`src/rtl/pixel_stream_gen.sv`:
```
// pixel_stream_gen: streams a frame from pixel-addressed memory as ready/valid beats with hsync/vsync; define PIXEL_STREAM_BOTTOM_UP_EN for bottom-up (BMP) row order
module pixel_stream_gen #(
   parameter int CHANNELS  = 3,
   parameter int CHANNEL_W = 8,
   parameter int DIM_W     = 11,
   parameter int ADDR_W    = 20,
   parameter int H_BLANK   = 4,
   parameter int V_BLANK   = 16,
   localparam int PW       = CHANNELS * CHANNEL_W
) (
   input  logic              clk,
   input  logic              reset,
   input  logic              start,
   input  logic [ADDR_W-1:0] base_addr,
   input  logic [DIM_W-1:0]  width,
   input  logic [DIM_W-1:0]  height,
   input  logic [ADDR_W-1:0] stride,
   output logic              mem_rd,
   output logic [ADDR_W-1:0] mem_addr,
   input  logic [PW-1:0]     mem_data,
   output logic [PW-1:0]     out_data,
   output logic              out_valid,
   input  logic              out_ready,
   output logic              hsync,
   output logic              vsync,
   output logic              busy,
   output logic              done
);
   typedef enum logic [2:0] {
      IDLE, VBLANK, ACTIVE, HBLANK, DRAIN
`ifdef PIXEL_STREAM_BOTTOM_UP_EN
      , PREP
`endif
   } state_t;
   state_t state, state_n, blank_entry, row_next;
   logic [ADDR_W-1:0] row_base, stride_q, row_step;
   logic [DIM_W-1:0] width_q, height_q, x, y;
   logic [31:0] cnt;
   logic [PW+1:0] b0, b1, in_beat, head;
   logic [1:0] occ, occ_n;
   logic inf_q, inf_hs, inf_vs, rd, last_x, last_y, pop, pop_buf, push, dims_zero, done_q;
   // read issue, skid-buffer head with fall-through of the returning read, occupancy bookkeeping
   always_comb begin
      dims_zero = width == '0 || height == '0;
      last_x = x == width_q - DIM_W'(1);
      last_y = y == height_q - DIM_W'(1);
      rd = state == ACTIVE && (occ + {1'b0, inf_q}) < 2'd2;
      in_beat = {inf_vs, inf_hs, mem_data};
      head = occ != 2'd0 ? b0 : inf_q ? in_beat : '0;
      out_valid = occ != 2'd0 || inf_q;
      pop = out_valid && out_ready;
      pop_buf = pop && occ != 2'd0;
      push = inf_q && !(occ == 2'd0 && pop);
      occ_n = occ + {1'b0, push} - {1'b0, pop_buf};
      blank_entry = V_BLANK == 0 ? ACTIVE : VBLANK;
      row_next = H_BLANK == 0 ? ACTIVE : HBLANK;
`ifdef PIXEL_STREAM_BOTTOM_UP_EN
      row_step = row_base - stride_q;
`else
      row_step = row_base + stride_q;
`endif
   end
   assign {vsync, hsync, out_data} = head;
   assign mem_rd = rd;
   assign mem_addr = rd ? row_base + ADDR_W'(x) : '0;
   assign busy = state != IDLE;
   assign done = done_q;
   // next-state: blanking counts run regardless of stalls, ACTIVE advances only on issued reads
   always_comb begin
      state_n = state;
      case (state)
`ifdef PIXEL_STREAM_BOTTOM_UP_EN
         IDLE:    if (start && !dims_zero) state_n = height != DIM_W'(1) ? PREP : blank_entry;
         PREP:    if (cnt == 32'(height_q) - 32'd2) state_n = blank_entry;
`else
         IDLE:    if (start && !dims_zero) state_n = blank_entry;
`endif
         VBLANK:  if (cnt == 32'(V_BLANK - 1)) state_n = ACTIVE;
         ACTIVE:  if (rd && last_x) state_n = last_y ? DRAIN : row_next;
         HBLANK:  if (cnt == 32'(H_BLANK - 1)) state_n = ACTIVE;
         DRAIN:   if (occ_n == 2'd0) state_n = IDLE;
         default: state_n = IDLE;
      endcase
   end
   // state register
   always_ff @(posedge clk) state <= reset ? IDLE : state_n;
   // per-state cycle counter, cleared on every state change
   always_ff @(posedge clk) cnt <= (reset || state_n != state) ? '0 : cnt + 32'd1;
   // frame parameters, position counters, in-flight read tags and the 2-entry skid buffer
   always_ff @(posedge clk) begin
      if (reset) begin
         done_q <= 1'b0;
         inf_q <= 1'b0;
         inf_hs <= 1'b0;
         inf_vs <= 1'b0;
         occ <= '0;
         b0 <= '0;
         b1 <= '0;
         width_q <= '0;
         height_q <= '0;
         stride_q <= '0;
         row_base <= '0;
         x <= '0;
         y <= '0;
      end else begin
         done_q <= (state == IDLE && start && dims_zero) || (state == DRAIN && state_n == IDLE);
         inf_q <= rd;
         inf_hs <= x == '0;
         inf_vs <= x == '0 && y == '0;
         occ <= occ_n;
         if (state == IDLE && start) begin
            width_q <= width;
            height_q <= height;
            stride_q <= stride;
            row_base <= base_addr;
            x <= '0;
            y <= '0;
         end
`ifdef PIXEL_STREAM_BOTTOM_UP_EN
         if (state == PREP) row_base <= row_base + stride_q;
`endif
         if (rd) begin
            x <= last_x ? '0 : x + DIM_W'(1);
            if (last_x) begin
               y <= y + DIM_W'(1);
               row_base <= row_step;
            end
         end
         if (push && (occ == 2'd0 || (occ == 2'd1 && pop_buf))) b0 <= in_beat;
         else if (occ == 2'd2 && pop_buf) b0 <= b1;
         if (push && ((occ == 2'd1 && !pop_buf) || (occ == 2'd2 && pop_buf))) b1 <= in_beat;
      end
   end
endmodule

```
`config.mk`:
```
export PLATFORM = sky130hd
export DESIGN_NAME = pixel_stream_gen
export DESIGN_NICKNAME = d
export VERILOG_FILES = /design/src/rtl/pixel_stream_gen.sv
export SDC_FILE = /design/constraint.sdc
export NUM_CORES = 1
export LEC_CHECK = 0
export ABC_CLOCK_PERIOD_IN_PS = 4800
export CAP_MARGIN = 10
export CORE_MARGIN = 2
export CORE_UTILIZATION = 62
export CTS_BUF_LIST = sky130_fd_sc_hd__clkbuf_8
export CTS_CLUSTER_SIZE = 25
export DETAILED_ROUTE_END_ITERATION = 16
export PLACE_DENSITY = 0.85
export SYNTH_ARGS = -nofsm -noshare
export SYNTH_HDL_FRONTEND = slang
export SYNTH_SLANG_ARGS = --single-unit
export TNS_END_PERCENT = 1
```
`constraint.sdc`:
```
create_clock -name clk -period 4.8 [get_ports clk]
set_input_delay 0.72 -clock clk [delete_from_list [all_inputs] [get_ports clk]]
set_output_delay 0.72 -clock clk [all_outputs]
set_load 0.01 [all_outputs]
```
* Yosys cells after proc, flatten, opt, wreduce, memory -nomap -nowiden
Cells that the tools add are included.
** Word-level totals
- Bits in registers :: 177
- Input bits :: 90
- Output and inout bits :: 50
- Word-level logic and storage cells :: 95
** Operators by class
- Add/sub/neg operators :: 10
- $lt $le $gt $ge :: 1
- Equal/unequal tests :: 11
- Muxes and demuxes :: 21
- Reduce and logical (&&, ||, !) cells :: 37
** Operators with widths (number)
- 26-bit two-way mux :: 4
- 20-bit two-way mux :: 4
- 11-bit two-way mux :: 6
- 11-bit logical NOT :: 4
- 32-bit by 1-bit adder with 32-bit output (second input constant) :: 1
- 32-bit by 2-bit == test with 1-bit output (second input constant) :: 1
- 32-bit by 4-bit == test with 1-bit output (second input constant) :: 1
- 11-bit by 1-bit adder with 11-bit output (second input constant) :: 2
- 11-bit == test :: 2
- 11-bit by 1-bit subtractor with 11-bit output (second input constant) :: 2
- 20-bit by 11-bit adder with 20-bit output :: 1
- 20-bit adder :: 1
- 3-bit two-way mux :: 6
- 1-bit logical AND :: 16
- 3-bit one-hot mux with 5 select lines :: 1
- 3-bit by 2-bit == test with 1-bit output (second input constant) :: 2
- 3-bit logical NOT :: 2
- 1-bit logical OR :: 6
- 2-bit nonzero test :: 3
- 2-bit by 1-bit adder with 2-bit output :: 2
- 2-bit logical NOT :: 2
- 3-bit by 1-bit == test with 1-bit output (second input constant) :: 1
- 3-bit == test (second input constant) :: 1
- 1-bit logical NOT :: 3
- other kinds (6) :: 6

* Depth between registers and ports, before layout
- Depth in word-level cells :: 14
- Mapped depth :: 15
- Gate-level depth less buffers :: 11

* Worst setup path after synthesis
No wires, ideal clock.
- Kind :: register to register
- Start point :: register occ[1]
- End point :: register cnt[23]
- Setup time :: 117 ps
- Data arrival time :: 2764 ps
- Required time :: 4683 ps
- Path slack :: 1918 ps
- Cell stages (with the launch flop) :: 16
- Path buffers :: 4
- Clock period less this slack :: 2882 ps
- Cell sequence :: dfxtp_1 clkbuf_1 or2_2 clkbuf_1 clkbuf_1 o21ai_0 ha_1 inv_1 ha_1 xor2_1 xnor2_1 nor2b_1 o21ai_0 nand4b_1 buf_2 nor2_1
** Between the ends
- Word-level cells in the longest chain between the ends :: 13
- Elaborated cells between the ends (all ways) :: 20
- Those cells by class :: add/sub (3); order compare (1); eq/ne (1); mux (3); reduce/logical (12)
** RTL lines
- start, declared :: RTL line 40 : logic [1:0] occ, occ_n;
- start signal, assigned :: RTL line 110 : occ <= occ_n;
- 2-bit nonzero test :: RTL line 50, 52
- 1-bit logical OR :: RTL line 50 : out_valid = occ != 2'd0 || inf_q;
- 1-bit logical AND :: RTL line 51 : pop = out_valid && out_ready;
- 1-bit logical AND :: RTL line 53 : push = inf_q && !(occ == 2'd0 && pop);
- 1-bit logical NOT :: RTL line 53
- 1-bit logical AND :: RTL line 53
- 2-bit by 1-bit adder with 2-bit output :: RTL line 54 : occ_n = occ + {1'b0, push} - {1'b0, pop_buf};
- 2-bit by 1-bit subtractor with 2-bit output :: RTL line 54
- 2-bit logical NOT :: RTL line 81 : DRAIN: if (occ_n == 2'd0) state_n = IDLE;
- 3-bit two-way mux :: RTL line 81
- 3-bit one-hot mux with 5 select lines (*) :: RTL line 71 : case (state)
- 3-bit inequality test (*) :: RTL line 88 : always_ff @(posedge clk) cnt <= (reset || state_n != state) ? '0 : cnt + 32'd1;
- 1-bit logical OR (*) :: RTL line 88
- end signal, assigned :: RTL line 88
- end, declared :: RTL line 38 : logic [31:0] cnt;
Every way passes the cells marked *; elsewhere a longest branch is shown, timed or not.
A chain may end at the register's enable or synchronous reset.

* Worst setup path after layout
- Start point :: register x[1]
- End point :: output mem_addr[19]
** Between the ends
- Word-level cells in the longest chain between the ends :: 2
** RTL lines
- start, declared :: RTL line 37 : logic [DIM_W-1:0] width_q, height_q, x, y;
- start signal, assigned :: RTL line 123 : x <= last_x ? '0 : x + DIM_W'(1);
- 20-bit by 11-bit adder with 20-bit output :: RTL line 65 : assign mem_addr = rd ? row_base + ADDR_W'(x) : '0;
- 20-bit two-way mux :: RTL line 65
- end, declared :: RTL line 19 : output logic [ADDR_W-1:0] mem_addr,
Every way passes these cells.

==> metrics.md <==
| Metric | Value |
|---|---|
| Status | finished clean |
| Worst hold path type | flip-flop to flip-flop |
| CTS Root Cell | clkbuf_8 |
| Bufs on Longest Clock Path | 2 |
| Vias in the first global route | 9010 |
| Final wirelength | 25800 um |
| Crit end category | primary output |
| Final setup vio count | 0 |
| Layout cells sized above 1 | 4.66% |
| Hold path endpoint | cnt[0]$_SDFF_PP0_ |
| Setup CP Type | flip-flop to primary output |
| Max IR drop VDD | 0.000387 V |
| Final core utilization | 75.3% |
| Top post-synthesis cells by area | dfxtp_1 (35%), nand2_1 (10%), a21oi_1 (5.2%), ha_1 (4.8%), nor2_1 (4.5%) |
| Pre-antenna DRT Iters | 5 |
| Drt initial violations | 690 |
| Relative slew margins | 26.4% |
| DR DRC count | 0 |
| Initial antenna violation count | 0 |
| Power per Cell Area | 267 nW/um^2 |
| Critical path arrival | 3.52 ns |
| Post-route setup slack | 0.557 ns |
| Synth top area share | 34.8% |
| CTS Hold Buffers Added | 0 |
| Crit path cell chain | ha_1 -> a21o_1 -> a21oi_1 -> o21ai_0 -> a31oi_1 -> a211oi_1 -> nand4_1 -> mux2i_1 -> clkdlybuf4s50_1 |
| Dpl cells | 1621 |
| NumNets Final | 1555 |
| Clock sink count | 177 |
| Clock transition at path regs | 0.09 ns |
| Worst Reg-to-Reg Cells | 9 |
| Port bufs | 139 |
| Number of vias per cell | 5.93 |
| Synthesis-to-finish area growth | 18.2% |
| CTS tree | yes |
| First-pass GRT wire length | 42400 um |
| Worst Min Path Start | cnt[0]$_SDFF_PP0_ |
| Resized Gates After CTS | 0 |
| EDFF count, synth | 0 |
| Synth Cell Area | 10200 sq um |
| Launching point of the worst reg2reg path | width_q[0]$_SDFFE_PP0P_ |
| Most frequent cells in the layout | nand2_1 (277), dfxtp_1 (177), clkdlybuf4s50_1 (138) |
| # IOs | 140 |
| Core area | 16000 sq um |
| Clock Latency Late Sink | 0.48 ns |
| Die ar. | 17500 sq um |
| RSZ-0062 raised after global routing | no |
| Average size of a mapped cell | 7.64 sq um |
| Final Slew Violations | 0 |
| Die width | 132 um |
| Total CTS buffers | 17 |
| Core Rows | 46 |
| Worst-path fanout max | 8 |
| Die H | 132 um |
| Register area share after synthesis | 34.8% |
| Hold Violations, Final | 0 |
| Slowest-stage cell, CP | a211oi_1 |
| Vias | 9805 |
| Largest net degree at the start of global routing | 82 |
| Antenna-violating nets left | 0 |
| Leading area contributor after synthesis | dfxtp_1 |
| Synth async-reset ratio | 0% |
| Gpl congestion | 0.916 |
| Unique cell type count in the Yosys netlist | 66 |
| Clock Skew | 0.0184 ns |
| Worst Path Buf+Inv | 1 |
| Yosys warns | 0 |
| Max capacitance violation total | 0 |
| Hold slack | 0.452 ns |
| Worst reg-to-reg setup slack | 1.45 ns |
| Hold path cells | 1 |
| Post-CTS setup buffer count | 0 |
| Worst R2R End | row_base[14]$_SDFF_PP0_ |
| CP top delay family | compound AO/OA/AOI/OAI gates |
| #FFs+latches synth | 177 |
| GRT Total Usage | 28.9% |
| Number of diodes | 0 |
| Worst-Margin Slew | 1.10 ns |
| CP startpoint | x[1]$_SDFFE_PP0P_ |
| Crit path launch type | flip-flop |
| Setup TNS Final | 0 ns |
| Initial core utilization | 63.7% |
| Period utilisation layout | 88.4% |
| Syn Inst Count | 1334 |
| DP Worst Slack | 1.08 ns |
| Remaining global-route overflow | 0 |
| CTS H-tree lvls | 4 |
| Routed wire length per instance | 15.6 um |
| Leak Pwr | 4.64 nW |
| Commonest non-fill, non-tap cell in the layout | nand2_1 |
| DP HPWL | 18100 um |
| Syn nets | 1465 |
| Largest stage delay on the critical path | 0.65 ns |
| Min Tclk post-route | 4.24 ns |
| Finished Layout Cells | 1653 |
| CP Data Required Time | 4.08 ns |
| Ys flop type | dfxtp_1 |
| Fmax | 236 MHz |
==> report_power, final <==
group	switching [mW]	total, mW	internal (mW)
registers	0.0569	1.57	1.51
logic	0.317	0.554	0.237
clock network	0.575	1.10	0.521
total	0.950	3.22	2.27
==> cells in the mapped netlist (32+ instances only) <==
library cell,number
nand2_1,278
a211oi_1,45
inv_1,35
nand3_1,41
nor2_1,121
ha_1,39
o21ai_0,48
xnor2_1,50
clkbuf_1,64
xor2_1,35
and3_1,32
a21oi_1,106
dfxtp_1,177
mux2i_1,41
==> through the flow <==
step | area (sq um) | power, mW
floorplan | 10200 | 1.97
global placement | 11600 | 2.13
detailed placement | 11600 | 2.15
CTS | 12000 | 3.22
global route | 12000 | 3.34
finish | 12000 | 3.22
==> how the worst max path moves through the flow <==
stage	to	slack (ns)	cells past startpoint
global route	mem_addr[6]	0.36	8
global placement	mem_addr[19]	1.24	9
floorplan	cnt[23]$_SDFF_PP0_	1.92	15
finish	mem_addr[19]	0.56	9
detailed placement	mem_addr[19]	1.08	9
CTS	mem_addr[19]	0.56	9
==> worst register-to-register path, delay by kind of cell (launching register included) <==
kind | cells | cell delay, ns
DFF | 1 | 0.48
adders and majority gates | 1 | 0.32
and+or+nand+nor | 4 | 1.70
AOI/OAI and AO/OA | 3 | 0.60
buffers and inverters | 1 | 0.08
==> registers in the layout, summed over array words and instances, names as in the netlist <==
name and cells:
stride_q 20, inf_q 1, inf_hs 1, x 11, b1 26, height_q 11, occ 2, y 11
b0 26, done 1, cnt 32, state 3, inf_vs 1, row_base 20, width_q 11
==> per-layer routing <==
metal  routed length (um)  up-vias  global-route usage (%)
li1                     -     4840                       -
met1                11200     4649                    35.6
met2                12700      262                    51.0
met3                 1240       54                    5.57
met4                  599        0                    9.08
met5                    0        -                       0
==> logic make-up (layout without fill, tap and decap cells) <==
kind of cell | after synthesis | count (layout) | share of synthesized area, %
flip-flops | 177 | 177 | 34.8
AO/OA/AOI/OAI | 290 | 290 | 18.1
AND/OR/NAND/NOR | 587 | 587 | 26.3
multiplexers | 42 | 42 | 4.14
buffers and inverters | 112 | 215 | 4.19
adder cells (fa/ha/maj) | 41 | 41 | 5.18
XOR/XNOR | 85 | 85 | 7.31
==> area by class of cell <==
cell class / instances / area (sq um)
Sequential cell: 177 / 3540
Tap cell: 216 / 270
Multi-Input combinational cell: 1045 / 6230
Fill cell: 1285 / 3960
Clock inverter: 15 / 181
Inverter: 35 / 131
Clock buffer: 17 / 234
Timing Repair Buffer: 148 / 1460
Note: power is estimated with default switching activity, not from simulation.
